**config.mk**
```make
export PLATFORM = sky130hd
export DESIGN_NAME = instr_fetch_stage_flat
export DESIGN_NICKNAME = d
export VERILOG_FILES = /design/src/rtl/procesador_pkg.sv /design/src/rtl/instr_fetch_stage_if.sv /design/src/rtl/if_id_reg.sv /design/src/rtl/instr_fetch_stage.sv /design/src/flat_wrapper.sv
export SDC_FILE = /design/constraint.sdc
export NUM_CORES = 1
export LEC_CHECK = 0
export ABC_AREA = 1
export CORE_MARGIN = 2
export CORE_UTILIZATION = 45
export DETAILED_ROUTE_END_ITERATION = 8
export PLACE_DENSITY = 0.92
export SYNTH_ARGS = -nofsm -noshare
export SYNTH_HDL_FRONTEND = slang
export SYNTH_SLANG_ARGS = --single-unit
```
**constraint.sdc**
```tcl
create_clock -name clk -period 2.9 [get_ports clk]
set_clock_uncertainty 0.15 [all_clocks]
set_input_delay 0.87 -clock clk [delete_from_list [all_inputs] [get_ports clk]]
set_output_delay 0.87 -clock clk [all_outputs]
set_load 0.02 [all_outputs]
```
**src/rtl/procesador_pkg.sv**
```systemverilog
// Shared fetch-stage types and defaults.
// Imported by the fetch stage, its IF/ID register and the ROM interface.
package procesador_pkg;

  typedef enum logic [1:0] {
    IDLE,
    RUN,
    DRAIN,
    HALT
  } fetch_state_t;

  localparam int ADDR_W_DEF = 32;
  localparam int INSTR_W_DEF = 32;
  localparam int IMEM_ADDR_W_DEF = 10;
  localparam logic [31:0] NOP_INSTR_DEF = 32'h0000_0000;

  function automatic logic misaligned(
    input logic [1:0] lsb
  );
    return lsb != 2'b00;
  endfunction

endpackage

```
**src/rtl/instr_fetch_stage_if.sv**
```systemverilog
// Synchronous instruction-ROM port between fetch and memory.
// Data answers the enable/address of the previous cycle.
interface instr_fetch_stage_if
  import procesador_pkg::*;
#(
  parameter int IMEM_ADDR_W = IMEM_ADDR_W_DEF,
  parameter int INSTR_W = INSTR_W_DEF
);

  logic                   ImemEn;
  logic [IMEM_ADDR_W-1:0] ImemAddr;
  logic [INSTR_W-1:0]     ImemData;

  modport master (
    output ImemEn,
    output ImemAddr,
    input  ImemData
  );

  modport slave (
    input  ImemEn,
    input  ImemAddr,
    output ImemData
  );

endinterface

```
**src/rtl/if_id_reg.sv**
```systemverilog
// IF/ID pipeline register with load enable and sync clear.
// Clear wins over enable and leaves a NOP bubble.
module if_id_reg
  import procesador_pkg::*;
#(
  parameter int ADDR_W = ADDR_W_DEF,
  parameter int INSTR_W = INSTR_W_DEF,
  parameter logic [INSTR_W-1:0] NOP_INSTR = '0
) (
  input  logic               clk,
  input  logic               reset,
  input  logic               en,
  input  logic               clr,
  input  logic [INSTR_W-1:0] instr_i,
  input  logic [ADDR_W-1:0]  pc_i,
  input  logic               valid_i,
  output logic [INSTR_W-1:0] instr_o,
  output logic [ADDR_W-1:0]  pc_o,
  output logic               valid_o
);

  logic [INSTR_W-1:0] instr_q, instr_d;
  logic [ADDR_W-1:0]  pc_q, pc_d;
  logic               valid_q, valid_d;

  // next contents: clear, load or hold
  always_comb begin
    instr_d = instr_q;
    pc_d = pc_q;
    valid_d = valid_q;
    if (clr) begin
      instr_d = NOP_INSTR;
      valid_d = 1'b0;
    end else if (en) begin
      instr_d = instr_i;
      pc_d = pc_i;
      valid_d = valid_i;
    end
  end

  // register with async active-low clear
  always_ff @(posedge clk or negedge reset) begin
    if (!reset) begin
      instr_q <= NOP_INSTR;
      pc_q <= '0;
      valid_q <= 1'b0;
    end else begin
      instr_q <= instr_d;
      pc_q <= pc_d;
      valid_q <= valid_d;
    end
  end

  assign instr_o = instr_q;
  assign pc_o = pc_q;
  assign valid_o = valid_q;

endmodule

```
**src/rtl/instr_fetch_stage.sv**
```systemverilog
// Fetch stage: issues PCNext to the sync ROM and realigns its
// 1-cycle latency into IF/ID, with stall, flush and run control.
module instr_fetch_stage
  import procesador_pkg::*;
#(
  parameter int ADDR_W = ADDR_W_DEF,
  parameter int INSTR_W = INSTR_W_DEF,
  parameter int IMEM_ADDR_W = IMEM_ADDR_W_DEF,
  parameter logic [INSTR_W-1:0] NOP_INSTR = NOP_INSTR_DEF
) (
  input  logic                clk,
  input  logic                reset,
  input  logic                start,
  input  logic                EndFlag,
  input  logic [ADDR_W-1:0]   PCNext,
  input  logic                stall,
  input  logic                flush,
  instr_fetch_stage_if.master imem,
  output logic [INSTR_W-1:0]  InstrD,
  output logic [ADDR_W-1:0]   PCD,
  output logic                ValidD,
  output logic                Halted,
  output logic                AlignErr
);

  fetch_state_t state_q, state_d;
  logic [ADDR_W-1:0] pcf_q, pcf_d;
  logic vf_q, vf_d;
  logic align_q, align_d;
  logic flush_eff, stall_eff, issue;
  logic ifid_en;
  logic [INSTR_W-1:0] ifid_instr;

  // flush only acts while fetching and overrides stall
  always_comb begin
    flush_eff = flush && (state_q == RUN || state_q == DRAIN);
    stall_eff = stall && !flush_eff;
    issue = (state_q == RUN) && !stall_eff;
  end

  // state register
  always_ff @(posedge clk or negedge reset) begin
    if (!reset) state_q <= IDLE;
    else state_q <= state_d;
  end

  // next state; a stalled EndFlag waits for release
  always_comb begin
    state_d = state_q;
    unique case (state_q)
      IDLE: if (start) state_d = RUN;
      RUN: if (EndFlag && !stall_eff) state_d = DRAIN;
      DRAIN: state_d = HALT;
      HALT: if (start) state_d = RUN;
      default: state_d = IDLE;
    endcase
  end

  // ROM port: new issue, or replay in-flight address while stalled
  always_comb begin
    imem.ImemEn = 1'b0;
    imem.ImemAddr = '0;
    Halted = (state_q == HALT);
    unique case (1'b1)
      issue: begin
        imem.ImemEn = 1'b1;
        imem.ImemAddr = PCNext[IMEM_ADDR_W+1:2];
      end
      stall_eff && vf_q: begin
        imem.ImemEn = 1'b1;
        imem.ImemAddr = pcf_q[IMEM_ADDR_W+1:2];
      end
      default: ;
    endcase
  end

  // in-flight tracking and sticky alignment error
  always_comb begin
    pcf_d = issue ? PCNext : pcf_q;
    vf_d = issue ? 1'b1 : (stall_eff ? vf_q : 1'b0);
    align_d = align_q | (issue && misaligned(PCNext[1:0]));
  end

  // in-flight registers
  always_ff @(posedge clk or negedge reset) begin
    if (!reset) begin
      pcf_q <= '0;
      vf_q <= 1'b0;
      align_q <= 1'b0;
    end else begin
      pcf_q <= pcf_d;
      vf_q <= vf_d;
      align_q <= align_d;
    end
  end

  assign AlignErr = align_q;
  assign ifid_en = !stall_eff;
  assign ifid_instr = vf_q ? imem.ImemData : NOP_INSTR;

  if_id_reg #(
    .ADDR_W(ADDR_W),
    .INSTR_W(INSTR_W),
    .NOP_INSTR(NOP_INSTR)
  ) u_if_id (
    .clk(clk),
    .reset(reset),
    .en(ifid_en),
    .clr(flush_eff),
    .instr_i(ifid_instr),
    .pc_i(pcf_q),
    .valid_i(vf_q),
    .instr_o(InstrD),
    .pc_o(PCD),
    .valid_o(ValidD)
  );

endmodule

```
**src/flat_wrapper.sv**
```systemverilog
// flat-port wrapper written by rule: the top's interface ports become plain ports
module instr_fetch_stage_flat import procesador_pkg::*;
#(
  parameter int ADDR_W = ADDR_W_DEF,
  parameter int INSTR_W = INSTR_W_DEF,
  parameter int IMEM_ADDR_W = IMEM_ADDR_W_DEF,
  parameter logic [INSTR_W-1:0] NOP_INSTR = NOP_INSTR_DEF
)
  (clk, reset, start, EndFlag, PCNext, stall, flush, InstrD, PCD, ValidD, Halted, AlignErr, imem_ImemEn, imem_ImemAddr, imem_ImemData);
  instr_fetch_stage_if #(.IMEM_ADDR_W(IMEM_ADDR_W), .INSTR_W(INSTR_W)) imem_i ();
  input  logic clk;
  input  logic reset;
  input  logic start;
  input  logic EndFlag;
  input  logic [ADDR_W-1:0] PCNext;
  input  logic stall;
  input  logic flush;
  output logic [INSTR_W-1:0] InstrD;
  output logic [ADDR_W-1:0] PCD;
  output logic ValidD;
  output logic Halted;
  output logic AlignErr;
  output wire logic [$bits(imem_i.ImemEn)-1:0] imem_ImemEn;
  output wire logic [$bits(imem_i.ImemAddr)-1:0] imem_ImemAddr;
  input wire logic [$bits(imem_i.ImemData)-1:0] imem_ImemData;
  assign imem_ImemEn = imem_i.ImemEn;
  assign imem_ImemAddr = imem_i.ImemAddr;
  assign imem_i.ImemData = imem_ImemData;
  instr_fetch_stage #(.ADDR_W(ADDR_W), .INSTR_W(INSTR_W), .IMEM_ADDR_W(IMEM_ADDR_W), .NOP_INSTR(NOP_INSTR)) u_core (.clk(clk), .reset(reset), .start(start), .EndFlag(EndFlag), .PCNext(PCNext), .stall(stall), .flush(flush), .imem(imem_i), .InstrD(InstrD), .PCD(PCD), .ValidD(ValidD), .Halted(Halted), .AlignErr(AlignErr));
endmodule
```
**After elaboration in Yosys (flattened, before gate mapping)**

Index checks and enable logic that the tools add are counted.

- Register bits after elaboration: 101
- Output and inout bits: 78

- Mux-type cells: 12
- Equal/unequal tests: 7
- Bitwise gates (word level): 3
- Reduce and logical (&&, ||, !) cells: 15

Operators with widths:

| kind | number |
|---|---|
| 2-to-1 mux 32 bit | 3 |
| one-hot mux 10 bit (2 select lines) | 1 |
| logical AND 1 bit | 6 |
| one-hot mux 2 bit (3 select lines) | 1 |
| 2-to-1 mux 1 bit | 5 |
| == test 2 bit, second input constant | 2 |
| 2-to-1 mux 2 bit | 2 |
| inequality test 2 x 1 -> 1 bit, second input constant | 2 |
| inequality test 2 bit, second input constant | 2 |
| AND reduction 2 bit | 2 |
| OR reduction 2 bit | 2 |
| == test 2 x 1 -> 1 bit, second input constant | 1 |
| zero test 1 bit | 2 |
| zero test 2 bit | 1 |
| NOT 1 bit | 2 |
| nonzero test 2 bit | 1 |
| logical OR 1 bit | 1 |
| OR 1 bit | 1 |

**Depth between registers and ports, before layout**

Gate-level depths: netlist of the first run.

- Depth after elaboration: 9
- Mapped depth: 10

**Cells and area by module**

A second synthesis of the first run with hierarchy kept.

- Cell total of the unflattened synthesis: 525
- Area, all modules: 4,375.4 µm²

Modules (own cells, without submodules):

| module | times used | area each (µm²) | seq. area each (µm²) | cells an instance |
|---|---|---|---|---|
| if_id_reg | 1 | 2,571.2 | 1,626.6 | 283 |
| instr_fetch_stage | 1 | 1,804.2 | 900.9 | 242 |

**Worst setup path after synthesis of the first run**

OpenSTA, ideal clock, no wires.

- Path type: input port to output port
- Start: input flush
- End: output imem_ImemAddr[2]
- Setup slack: 0.340 ns
- Required time: 1.880 ns
- Cell stages on the path: 6
- Arrival time: 1.540 ns
- Cells stage by stage: nand2_2 nand2_4 inv_4 nand2_2 buf_4 o21ai_2

- Word-level cells in the longest chain between the ends: 6

RTL lines:

| element | line | source |
|---|---|---|
| from (decl) | flat_wrapper.sv:17 | `input logic flush;` |
| logical AND 1 bit (*) | instr_fetch_stage.sv:36 | `flush_eff = flush && (state_q == RUN \|\| state_q == DRAIN);` |
| zero test 1 bit (*) | instr_fetch_stage.sv:37 | `stall_eff = stall && !flush_eff;` |
| logical AND 1 bit (*) | instr_fetch_stage.sv:37 |  |
| zero test 1 bit | instr_fetch_stage.sv:38 | `issue = (state_q == RUN) && !stall_eff;` |
| logical AND 1 bit | instr_fetch_stage.sv:38 |  |
| one-hot mux 10 bit (2 select lines) (*) | instr_fetch_stage.sv:64 | `unique case (1'b1)` |
| to (decl) | flat_wrapper.sv:24 | `output wire logic [$bits(imem_i.ImemAddr)-1:0] imem_ImemAddr;` |

Every way passes the cells marked *; elsewhere a longest branch is shown, timed or not.

**Worst setup path in the final report of the first run**

- Start: input flush
- End: output imem_ImemAddr[5]

Same word-level chain as after synthesis.

==> results of run 1 <==
[worst min-delay path: cells and delay by family (launching register included)]
family	cells	cell delay, ps
DFF	1	350
and+or+nand+nor	2	90
[where the power goes]
| group | total (mW) | switching (mW) | internal (mW) |
|---|---|---|---|
| Combinational | 3.07 | 1.72 | 1.35 |
| Sequential | 2.22 | 0.271 | 1.95 |
| Clock | 0.917 | 0.465 | 0.452 |
[cells by family after synthesis]
kind of cell | Yosys count | share of synthesized area
fa+ha+maj | 2 | 0.00589
compound gates | 50 | 0.0924
flops | 101 | 0.595
simple gates | 230 | 0.239
buf+inv | 50 | 0.0683
[worst paths after layout]
check / end / slack (ps) / cells past startpoint
setup / recovery: imem_ImemAddr[5] / 40 / 9
hold / removal: u_core.u_if_id.valid_o / 330 / 2
setup reg to reg: u_core.AlignErr / 980 / 10
hold reg to reg: u_core.u_if_id.valid_o / 330 / 2
max in group asynchronous: u_core.u_if_id.instr_o[11] / 1530 / 2
min in group asynchronous: u_core.u_if_id.pc_o[9] / 370 / 1
[layer usage]
metal  wire (um)  vias to the layer above  GRT usage
li1            -                     1676          -
met5           0                        -          0
met3         408                       22     0.0324
met4         297                        0     0.0852
met2        5330                      110      0.341
met1        4220                     1646      0.265
[state kept, by name, indices dropped and copies added (netlist names)]
name	cells
u_core.pcf_q	32
u_core.u_if_id.instr_o	32
u_core.u_if_id.pc_o	32
u_core.state_q	2
u_core.AlignErr	1
u_core.u_if_id.valid_o	1
u_core.vf_q	1
[metrics by stage]
step,util,power (mW),setup TNS [ps]
6_report,0.669,6.20,0
5_1_grt,0.669,6.60,0
4_1_cts,0.668,6.24,0
3_5_place_dp,0.642,5.27,-7780
3_3_place_gp,0.642,5.14,-7370
2_1_floorplan,-,4.00,0
[timing repair]
action	CTS	global route
setup endpoints to repair	11	9
buffers inserted	3	0
pin swaps	1	1
resized for setup	61	3
[cell usage after synthesis]
cell type / n
sky130_fd_sc_hd__nand2_1: 180
sky130_fd_sc_hd__dfrtp_1: 101
sky130_fd_sc_hd__o21ai_2: 38
sky130_fd_sc_hd__nand3_1: 32
sky130_fd_sc_hd__inv_1: 23
sky130_fd_sc_hd__nand2_4: 12
sky130_fd_sc_hd__o21ai_1: 12
sky130_fd_sc_hd__buf_4: 7
sky130_fd_sc_hd__buf_2: 6
sky130_fd_sc_hd__buf_6: 6
sky130_fd_sc_hd__buf_1: 3
sky130_fd_sc_hd__inv_4: 3
sky130_fd_sc_hd__ha_1: 2
sky130_fd_sc_hd__nand2_2: 2
sky130_fd_sc_hd__buf_12: 1
sky130_fd_sc_hd__inv_2: 1
sky130_fd_sc_hd__nand3b_1: 1
sky130_fd_sc_hd__nor2_2: 1
sky130_fd_sc_hd__nor2_4: 1
sky130_fd_sc_hd__or2_2: 1
[layout make-up]
class	count	area (um^2)	share of cell area
Clock buffer	12	155	0.0252
Clock inverter	4	55.1	0.00894
Inverter	27	111	0.0181
Multi-Input combinational cell	282	1460	0.237
Sequential cell	101	2530	0.411
Tap cell	111	139	0.0226
Timing Repair Buffer	174	1710	0.278
==> tab_implementation.tex, run 1 <==
\begin{tabular}{lr}
\hline
Metric & Value \\
\hline
\multicolumn{2}{l}{\textbf{Detailed routing}} \\
Vias & around 3,500 \\
Detail-routed net length per standard cell & $\sim$14 um \\
Ratio of routed vias to standard cells & 4.86 \\
Number of optimization iterations in the first detailed-route pass & 4 \\
Number of remaining DRC errors & 0 \\
Routed Wire Length & 10,300 um \\
Antenna-violating nets left & 0 \\
DR iter-0 viols & 171 \\
\multicolumn{2}{l}{\textbf{Floorplan}} \\
DIE AREA & 10,200 um\^{}2 \\
Rows & 35 \\
Die X-Extent & between 100 and 150 um \\
Die span in y & a little over 100 um \\
Area inside the core boundary & 9200 um\^{}2 \\
Starting density of the core & 0.462 \\
Number of I/O pins & between 100 and 150 \\
\multicolumn{2}{l}{\textbf{STA}} \\
Total of endpoints with negative setup slack in the final report & 0 \\
Least-Margin Pin Slew & 612 ps \\
Rel. slew slack & 0.592 \\
Highest Clock Rate & between 0.3 and 0.4 GHz \\
Min Tclk post-route & 2860 ps \\
Fraction of the cycle the final worst path needs & 0.987 \\
RSZ-0062 raised after global routing & no \\
Hold Slack & 327 ps \\
Max Transition Viols Final & 0 \\
Post-route setup slack & $\sim$36 ps \\
Final hold violation count & 0 \\
\multicolumn{2}{l}{\textbf{Clock network}} \\
Clock net sink count & 101 \\
Root buffer selected by CTS & sky130\_fd\_sc\_hd\_\_clkbuf\_8 \\
Hold buffer count at CTS & 0 \\
Clock Latency Late Sink & about 340 ps \\
Clock transition at the registers of the reported paths & around 90 ps \\
TritonCTS clock tree & built \\
Number of CTS-inserted buffers & 9 \\
Deepest clock path buffer count & 2 \\
Number of levels the H-tree was split into & 3 \\
\multicolumn{2}{l}{\textbf{Worst hold path}} \\
Min-Delay Startpoint & u\_core.u\_if\_id.valid\_o \\
Min-delay worst type & flip-flop to flip-flop \\
\multicolumn{2}{l}{\textbf{Cells and area}} \\
Most common cell after layout, fill and taps aside & sky130\_fd\_sc\_hd\_\_nand2\_1 \\
Number of inserted filler cells in the final layout & roughly 700 \\
Top library cells by usage in the layout, fill and taps aside & sky130\_fd\_sc\_hd\_\_nand2\_1, sky130\_fd\_sc\_hd\_\_clkdlybuf4s50\_1, sky130\_fd\_sc\_hd\_\_dfrtp\_1 \\
Layout Cells excl Fill & about 710 \\
Final design instance area without fill & between 6000 and 7000 um\^{}2 \\
Final net count & roughly 670 \\
\# diodes & 0 \\
Fraction of layout cells with a size suffix above 1 & 0.192 \\
Area Overhead vs Synth & 44.8\% \\
\multicolumn{2}{l}{\textbf{Worst setup path}} \\
Worst endpoint data arrival time & 1840 ps \\
Worst path buffer plus inverter count & 4 \\
Critical path startpoint category & input port \\
Cell breakdown of the critical path & dlygate4sd2\_1 -> nand2\_2 -> nand2\_4 -> nand2\_4 -> inv\_6 -> buf\_12 -> nand2\_4 -> o21ai\_2 -> buf\_4 \\
Data required time at the worst endpoint & about 1900 ps \\
Top delay family on crit path & buffers and inverters \\
Critical register-to-register path startpoint & u\_core.state\_q[1] \\
Maximum single-stage delay on the critical path & 250 ps \\
Critical Path Start & flush \\
Slowest cell on the critical path & sky130\_fd\_sc\_hd\_\_dlygate4sd2\_1 \\
Category of the critical setup timing path & input port to primary output \\
Worst path most repeated cell & sky130\_fd\_sc\_hd\_\_nand2\_4 \\
Worst setup EP type & primary output \\
Maximum fanout count along the critical path & 7 \\
\multicolumn{2}{l}{\textbf{Global routing}} \\
Overflow left after global routing & 0 \\
Antenna violations before repair & 0 \\
Maximum number of pins on one net before global-route repair & 54 \\
Via count of the first global-routing pass & approximately 3,400 \\
Global-route wire length before repair & 16,400 um \\
GRT Overall Usage & 0.203 \\
\multicolumn{2}{l}{\textbf{Logic synthesis}} \\
Number of distinct library cells after synthesis & 20 \\
Share of the synthesized area in the top cell type & 0.595 \\
Synth warnings & 0 \\
Top area cells in the synthesized netlist & sky130\_fd\_sc\_hd\_\_dfrtp\_1, sky130\_fd\_sc\_hd\_\_nand2\_1, sky130\_fd\_sc\_hd\_\_o21ai\_2 \\
Post-Synthesis Net Count & between 500 and 600 \\
Cell count after synthesis & roughly 430 \\
Seq cells post-synth & slightly above 100 \\
Sequential-to-total area share from yosys stat & 0.595 \\
Post-synthesis cell type with the largest combined area & sky130\_fd\_sc\_hd\_\_dfrtp\_1 \\
Synthesized area divided by synthesized cell count & slightly below 10 um\^{}2 \\
Synthesized area & around 4300 um\^{}2 \\
\multicolumn{2}{l}{\textbf{Placed design}} \\
Placed cell area & 5910 um\^{}2 \\
Cell total after placement & approximately 690 \\
Detailed placement HPWL & between 7000 and 8000 um \\
Worst-case setup slack after placement & -735 ps \\
Last weighted congestion value of the routability-driven placer & 0.847 \\
Buffers on Ports & between 100 and 150 \\
\multicolumn{2}{l}{\textbf{Pwr}} \\
Maximum ir drop on the vdd rail & just over 0.7 mV \\
Leakage power & slightly above 3 nW \\
Cell Pwr Density & $\sim$1000 nW/um\^{}2 \\
\multicolumn{2}{l}{\textbf{Flow run}} \\
Number of maximum-capacitance constraint violations & 0 \\
\multicolumn{2}{l}{\textbf{Status}} \\
Outcome & completed \\
\hline
\end{tabular}
No activity file was read; power rests on OpenSTA's default activity.
==> run 2, diff against run 1 <==
--- a/config.mk
+++ b/config.mk
@@ -6,10 +6,12 @@
 export NUM_CORES = 1
 export LEC_CHECK = 0
 export ABC_AREA = 1
+export CELL_PAD_IN_SITES_DETAIL_PLACEMENT = 0
+export CELL_PAD_IN_SITES_GLOBAL_PLACEMENT = 1
 export CORE_MARGIN = 2
-export CORE_UTILIZATION = 45
+export CORE_UTILIZATION = 34
 export DETAILED_ROUTE_END_ITERATION = 8
-export PLACE_DENSITY = 0.92
+export PLACE_DENSITY = 0.93
 export SYNTH_ARGS = -nofsm -noshare
 export SYNTH_HDL_FRONTEND = slang
 export SYNTH_SLANG_ARGS = --single-unit
==> run 2 against run 1 <==
  * Sequential power barely moved
  * Combinational power barely moved
  * Worst hold slack got worse by 26 ps
  * Critical path depth did not move
  * Highest routed layer unchanged
  * Core utilization fell by 14 points
  * Register-to-register slack improved by 20 ps
  * Count of clock-buffer cells in the layout fell by 2
==> tab_implementation.tex, run 2 (synthesis results as in run 1) <==
\begin{tabular}{lr}
\hline
Metric & Value \\
\hline
\multicolumn{2}{l}{\textbf{Status}} \\
Outcome & completed \\
\multicolumn{2}{l}{\textbf{Pwr}} \\
Maximum ir drop on the vdd rail & 0.552 mV (-22\%) \\
Total Power Consumption & 6.55 mW (+5.7\%) \\
Cell Pwr Density & 1030 nW/um\^{}2 (+1.9\%) \\
Leakage power & 3.15 nW (+2.9\%) \\
\multicolumn{2}{l}{\textbf{Cells and area}} \\
Area taken by flip-flops and latches & 2530 um\^{}2 (unchanged) \\
Most common cell after layout, fill and taps aside & sky130\_fd\_sc\_hd\_\_nand2\_1 \\
\# diodes & 0 (unchanged) \\
Final net count & 675 (+1.2\%) \\
Final design instance area without fill & 6380 um\^{}2 (+3.7\%) \\
Top library cells by usage in the layout, fill and taps aside & sky130\_fd\_sc\_hd\_\_nand2\_1, sky130\_fd\_sc\_hd\_\_clkdlybuf4s50\_1, sky130\_fd\_sc\_hd\_\_dfrtp\_1 \\
Number of inserted filler cells in the final layout & 1,120 (+61\%) \\
Fraction of layout cells with a size suffix above 1 & 0.204 (+0.0123) \\
Multi-input gate area in the final layout & 1450 um\^{}2 (-0.86\%) \\
Area Overhead vs Synth & 50.2\% \\
\multicolumn{2}{l}{\textbf{Clock network}} \\
Clock Latency Late Sink & 340 ps (about the same) \\
Number of CTS-inserted buffers & 9 (unchanged) \\
Deepest clock path buffer count & 2 (unchanged) \\
Clock transition at the registers of the reported paths & 70 ps (-20 ps) \\
Root buffer selected by CTS & sky130\_fd\_sc\_hd\_\_clkbuf\_16 \\
TritonCTS clock tree & built \\
Number of levels the H-tree was split into & 3 (unchanged) \\
Clock net sink count & 101 (unchanged) \\
Hold buffer count at CTS & 0 (unchanged) \\
\multicolumn{2}{l}{\textbf{Detailed routing}} \\
Detail-routed net length per standard cell & 12.9 um (-10\%) \\
Number of optimization iterations in the first detailed-route pass & 4 (unchanged) \\
DR iter-0 viols & 143 (-16\%) \\
Routed Wire Length & 10,000 um (-2.3\%) \\
Antenna-violating nets left & 0 (unchanged) \\
Number of remaining DRC errors & 0 (unchanged) \\
Vias & 3,417 (-1.1\%) \\
Ratio of routed vias to standard cells & 4.40 (-9.4\%) \\
\multicolumn{2}{l}{\textbf{STA}} \\
Min Tclk post-route & 2850 ps (-11.1 ps) \\
Total of endpoints with negative setup slack in the final report & 0 (unchanged) \\
Final hold violation count & 0 (unchanged) \\
Max Transition Viols Final & 0 (unchanged) \\
Least-Margin Pin Slew & 577 ps (-35.2 ps) \\
Highest Clock Rate & 0.351 GHz (+0.39\%) \\
Fraction of the cycle the final worst path needs & 0.984 (-0.00381) \\
Total negative slack & 0 ps (unchanged) \\
Rel. slew slack & 0.615 (+0.0235) \\
RSZ-0062 raised after global routing & yes \\
\multicolumn{2}{l}{\textbf{Worst setup path}} \\
Critical path startpoint category & input port \\
Top delay family on crit path & buffers and inverters \\
Maximum fanout count along the critical path & 6 (-1) \\
Worst path buffer plus inverter count & 4 (unchanged) \\
Worst endpoint data arrival time & 1830 ps (about the same) \\
Slowest cell on the critical path & sky130\_fd\_sc\_hd\_\_dlygate4sd2\_1 \\
Cell breakdown of the critical path & dlygate4sd2\_1 -> nand2\_2 -> nand2\_4 -> nand2\_4 -> inv\_8 -> buf\_12 -> nand2\_4 -> o21ai\_2 -> buf\_4 \\
Maximum single-stage delay on the critical path & 250 ps (about the same) \\
Data required time at the worst endpoint & 1880 ps (about the same) \\
Worst path most repeated cell & sky130\_fd\_sc\_hd\_\_nand2\_4 \\
Worst setup EP type & primary output \\
Category of the critical setup timing path & input port to primary output \\
\multicolumn{2}{l}{\textbf{Global routing}} \\
Met1 GRT Util & 0.192 (-0.0725) \\
Via count of the first global-routing pass & 3,531 (+2.6\%) \\
Most crowded layer after global routing & met2 \\
GR Layer Usage met3 & 0.0340 (+0.00156) \\
Global-route wire length before repair & 16,500 um (+0.30\%) \\
Maximum number of pins on one net before global-route repair & 53 (-1.9\%) \\
Antenna violations before repair & 0 (unchanged) \\
GRT Overall Usage & 0.154 (-0.0496) \\
Overflow left after global routing & 0 (unchanged) \\
Met2 demand-to-capacity share in global routing & 0.269 (-0.0722) \\
\multicolumn{2}{l}{\textbf{Placed design}} \\
Detailed placement HPWL & 7220 um (-4.3\%) \\
Buffers on Ports & 147 (unchanged) \\
Placed cell area & 6030 um\^{}2 (+2.1\%) \\
Last weighted congestion value of the routability-driven placer & 0.757 (-11\%) \\
\multicolumn{2}{l}{\textbf{Floorplan}} \\
Number of I/O pins & 148 (unchanged) \\
Rows & 40 (+14\%) \\
Die X-Extent & 116 um (+14\%) \\
Area inside the core boundary & 12,100 um\^{}2 (+32\%) \\
DIE AREA & 13,400 um\^{}2 (+31\%) \\
Starting density of the core & 0.351 (-0.111) \\
Die span in y & 116 um (+14\%) \\
\multicolumn{2}{l}{\textbf{Worst hold path}} \\
Min-delay worst type & input port to async pin \\
\multicolumn{2}{l}{\textbf{Flow run}} \\
Number of maximum-capacitance constraint violations & 0 (unchanged) \\
\hline
\end{tabular}
[run 2: metrics by stage]
step	instances	util	hold WS, ps	setup slack, ps
after floorplan	433	-	299	340
after detailed placement	756	0.498	315	-721
final	776	0.527	301	47.4
after global placement	756	0.498	307	-701
after CTS	774	0.523	302	14.3
after global routing	776	0.527	310	-4.13
[run 2: final cells by class]
type,count,share of cell area
clock buffer,10,0.0374
clock inverter,6,0.0122
inverter,27,0.0178
multi-input combinational,282,0.226
sequential,101,0.396
tap,168,0.0329
timing repair buffer,182,0.277
[run 2: worst paths after layout]
check                                              from                      end  slack, ps  depth (start not counted)
worst max-delay path                              flush         imem_ImemAddr[4]         50                          9
worst min-delay path                              reset  u_core.u_if_id.pc_o[27]        300                          1
worst max register to register        u_core.state_q[0]          u_core.AlignErr       1000                         10
worst min register to register  u_core.u_if_id.pc_o[14]  u_core.u_if_id.pc_o[14]        330                          2
max in group asynchronous                         reset  u_core.u_if_id.pc_o[13]       1650                          2
min in group clk                u_core.u_if_id.pc_o[14]  u_core.u_if_id.pc_o[14]        330                          2
[run 2: routing by layer]
metal	vias to the layer above	routed length, um
met4	0	95
met1	1605	4380
li1	1696	-
met2	105	4950
met5	-	0
met3	11	599
[run 2: timing repair]
action	in CTS	in global routing
setup buffers	2	2
pin swaps	0	1
setup endpoints to repair	11	11
resized for setup	58	4
[run 2: report_power, final]
group	internal [mW]	switching, mW	leakage [nW]
Clock	0.710	0.550	0.153
Sequential	1.95	0.266	1.29
Combinational	1.39	1.69	1.70
==> run 3, diff against run 2 <==
--- a/config.mk
+++ b/config.mk
@@ -10,6 +10,7 @@
 export CELL_PAD_IN_SITES_GLOBAL_PLACEMENT = 1
 export CORE_MARGIN = 2
 export CORE_UTILIZATION = 34
+export CTS_BUF_LIST = sky130_fd_sc_hd__clkbuf_16
 export DETAILED_ROUTE_END_ITERATION = 8
 export PLACE_DENSITY = 0.93
 export SYNTH_ARGS = -nofsm -noshare
==> run 3 against run 2 <==
  * Final cell count stayed put
  * Non-clock buffer count stayed put
  * Maximum frequency stayed put
  * Count of clock-buffer cells in the layout is 1 lower
  * First-iteration DRC count stayed put
  * Total power is 0.43% lower
  * Cell area is 0.16% lower
  * Via count is 0.15% lower
  * Critical path type unchanged
  * Critical endpoint unchanged
  * Largest cell class unchanged
==> tab_implementation.tex, run 3 (synthesis results as in run 1) <==
\begin{tabular}{lr}
\hline
Metric & Value \\
\hline
\multicolumn{2}{l}{\textbf{Worst setup path}} \\
Data required time at the worst endpoint & 1880 ps (about the same) \\
Maximum fanout count along the critical path & 6 (unchanged) \\
Cell breakdown of the critical path & dlygate4sd2\_1 -> nand2\_2 -> nand2\_4 -> nand2\_4 -> inv\_8 -> buf\_12 -> nand2\_4 -> o21ai\_2 -> buf\_4 \\
Worst setup EP type & primary output \\
Category of the critical setup timing path & input port to primary output \\
Worst endpoint data arrival time & 1830 ps (about the same) \\
Worst path most repeated cell & sky130\_fd\_sc\_hd\_\_nand2\_4 \\
Worst path buffer plus inverter count & 4 (unchanged) \\
Maximum single-stage delay on the critical path & 250 ps (about the same) \\
Critical path startpoint category & input port \\
Top delay family on crit path & buffers and inverters \\
Slowest cell on the critical path & sky130\_fd\_sc\_hd\_\_dlygate4sd2\_1 \\
\multicolumn{2}{l}{\textbf{Global routing}} \\
Via count of the first global-routing pass & 3,531 (unchanged) \\
Overflow left after global routing & 0 (unchanged) \\
Maximum number of pins on one net before global-route repair & 53 (unchanged) \\
Global-route wire length before repair & 16,500 um (unchanged) \\
Met2 demand-to-capacity share in global routing & 0.269 (unchanged) \\
GR Layer Usage met3 & 0.0340 (unchanged) \\
Antenna violations before repair & 0 (unchanged) \\
Most crowded layer after global routing & met2 \\
Met1 GRT Util & 0.192 (unchanged) \\
GRT Overall Usage & 0.154 (unchanged) \\
\multicolumn{2}{l}{\textbf{Clock network}} \\
TritonCTS clock tree & built \\
Deepest clock path buffer count & 2 (unchanged) \\
Number of levels the H-tree was split into & 3 (unchanged) \\
Number of CTS-inserted buffers & 9 (unchanged) \\
Clock transition at the registers of the reported paths & 70 ps (about the same) \\
Clock net sink count & 101 (unchanged) \\
Clock Latency Late Sink & 340 ps (about the same) \\
Root buffer selected by CTS & sky130\_fd\_sc\_hd\_\_clkbuf\_16 \\
Hold buffer count at CTS & 0 (unchanged) \\
\multicolumn{2}{l}{\textbf{Floorplan}} \\
Starting density of the core & 0.351 (unchanged) \\
Rows & 40 (unchanged) \\
Die X-Extent & 116 um (unchanged) \\
Number of I/O pins & 148 (unchanged) \\
Die span in y & 116 um (unchanged) \\
Area inside the core boundary & 12,100 um\^{}2 (unchanged) \\
DIE AREA & 13,400 um\^{}2 (unchanged) \\
\multicolumn{2}{l}{\textbf{Flow run}} \\
Number of maximum-capacitance constraint violations & 0 (unchanged) \\
\multicolumn{2}{l}{\textbf{STA}} \\
Hold Slack & 301 ps (+0.0670 ps) \\
Max Transition Viols Final & 0 (unchanged) \\
Total of endpoints with negative setup slack in the final report & 0 (unchanged) \\
RSZ-0062 raised after global routing & yes \\
Highest Clock Rate & 0.351 GHz (unchanged) \\
Final hold violation count & 0 (unchanged) \\
Least-Margin Pin Slew & 575 ps (-1.79 ps) \\
Total negative slack & 0 ps (unchanged) \\
Rel. slew slack & 0.617 (+0.00119) \\
Min Tclk post-route & 2850 ps (unchanged) \\
Post-route setup slack & 47.4 ps (unchanged) \\
Fraction of the cycle the final worst path needs & 0.984 (unchanged) \\
\multicolumn{2}{l}{\textbf{Status}} \\
Outcome & completed \\
\multicolumn{2}{l}{\textbf{Worst hold path}} \\
Min-delay worst type & input port to async pin \\
\multicolumn{2}{l}{\textbf{Placed design}} \\
Buffers on Ports & 147 (unchanged) \\
Cell total after placement & 756 (unchanged) \\
Placed cell area & 6030 um\^{}2 (unchanged) \\
Detailed placement HPWL & 7220 um (unchanged) \\
Last weighted congestion value of the routability-driven placer & 0.757 (unchanged) \\
Worst-case setup slack after placement & -721 ps (unchanged) \\
\multicolumn{2}{l}{\textbf{Pwr}} \\
Total Power Consumption & 6.53 mW (-0.43\%) \\
Cell Pwr Density & 1020 nW/um\^{}2 (-0.27\%) \\
Maximum ir drop on the vdd rail & 0.552 mV (-0.12\%) \\
Leakage power & 3.14 nW (-0.18\%) \\
\multicolumn{2}{l}{\textbf{Cells and area}} \\
Most common cell after layout, fill and taps aside & sky130\_fd\_sc\_hd\_\_nand2\_1 \\
Final Util & 0.526 (-0.000826) \\
Fraction of layout cells with a size suffix above 1 & 0.202 (-0.00164) \\
Top library cells by usage in the layout, fill and taps aside & sky130\_fd\_sc\_hd\_\_nand2\_1, sky130\_fd\_sc\_hd\_\_clkdlybuf4s50\_1, sky130\_fd\_sc\_hd\_\_dfrtp\_1 \\
Layout Cells excl Fill & 776 (unchanged) \\
Final design instance area without fill & 6370 um\^{}2 (-0.16\%) \\
Final net count & 675 (unchanged) \\
\# diodes & 0 (unchanged) \\
Number of inserted filler cells in the final layout & 1,122 (+0.18\%) \\
Area Overhead vs Synth & 50.0\% \\
\multicolumn{2}{l}{\textbf{Detailed routing}} \\
Routed Wire Length & 10,000 um (about the same) \\
Antenna-violating nets left & 0 (unchanged) \\
Number of remaining DRC errors & 0 (unchanged) \\
DR iter-0 viols & 143 (unchanged) \\
Ratio of routed vias to standard cells & 4.40 (-0.15\%) \\
Vias & 3,412 (-0.15\%) \\
Detail-routed net length per standard cell & 12.9 um (about the same) \\
Number of optimization iterations in the first detailed-route pass & 4 (unchanged) \\
\hline
\end{tabular}
==> run 3: changes by cell type in the layout (fill, tap and decap cells not counted), sizes merged <==
| cell | previous run | this run |
|---|---|---|
| clkinv | 1 | 2 |
| clkbuf | 10 | 9 |
==> run 3: final timing paths <==
check	start	end	slack (ps)	cells past startpoint
setup reg to reg	u_core.state_q[0]	u_core.AlignErr	1000	10
setup / recovery	flush	imem_ImemAddr[4]	50	9
hold reg to reg	u_core.u_if_id.pc_o[14]	u_core.u_if_id.pc_o[14]	330	2
hold / removal	reset	u_core.u_if_id.pc_o[27]	300	1
min in group clk	u_core.u_if_id.pc_o[14]	u_core.u_if_id.pc_o[14]	330	2
max in group asynchronous	reset	u_core.u_if_id.pc_o[13]	1650	2
==> run 3: area by class of cell <==
class | count | area, um^2 | area share
inverters | 27 | 114 | 0.0179
flip-flops and latches | 101 | 2530 | 0.397
multi-input cells | 282 | 1450 | 0.227
well taps | 168 | 210 | 0.0330
clock buffers | 9 | 225 | 0.0353
repair buffers | 182 | 1770 | 0.278
clock inverters | 7 | 81.3 | 0.0128
==> run 3: worst reg2reg max path: cells and delay by family (launching register included) <==
family        cells  cell delay [ps]
fa+ha+maj         1              250
simple gates      5              500
flops             1              410
buf+inv           4              540
==> run 3: power breakdown <==
part	total [mW]	switching [mW]	internal, mW
clock	1.23	0.549	0.683
combinational	3.08	1.69	1.39
sequential	2.21	0.266	1.95
total	6.53	2.50	4.03
==> run 3: timing repair <==
item | CTS | global route
resized for setup | 58 | 4
pin swaps | 0 | 1
endpoints found under the setup margin | 11 | 11
buffers inserted | 2 | 2
hold endpoints to repair | 0 | 0
==> run 3: metal layers <==
layer / routed length [um] / part of all wire / vias to the layer above
li1: - / - / 1696
met1: 4360 / 0.44 / 1599
met2: 4950 / 0.49 / 106
met3: 599 / 0.060 / 11
met4: 95 / 0.0095 / 0
met5: 0 / 0 / -
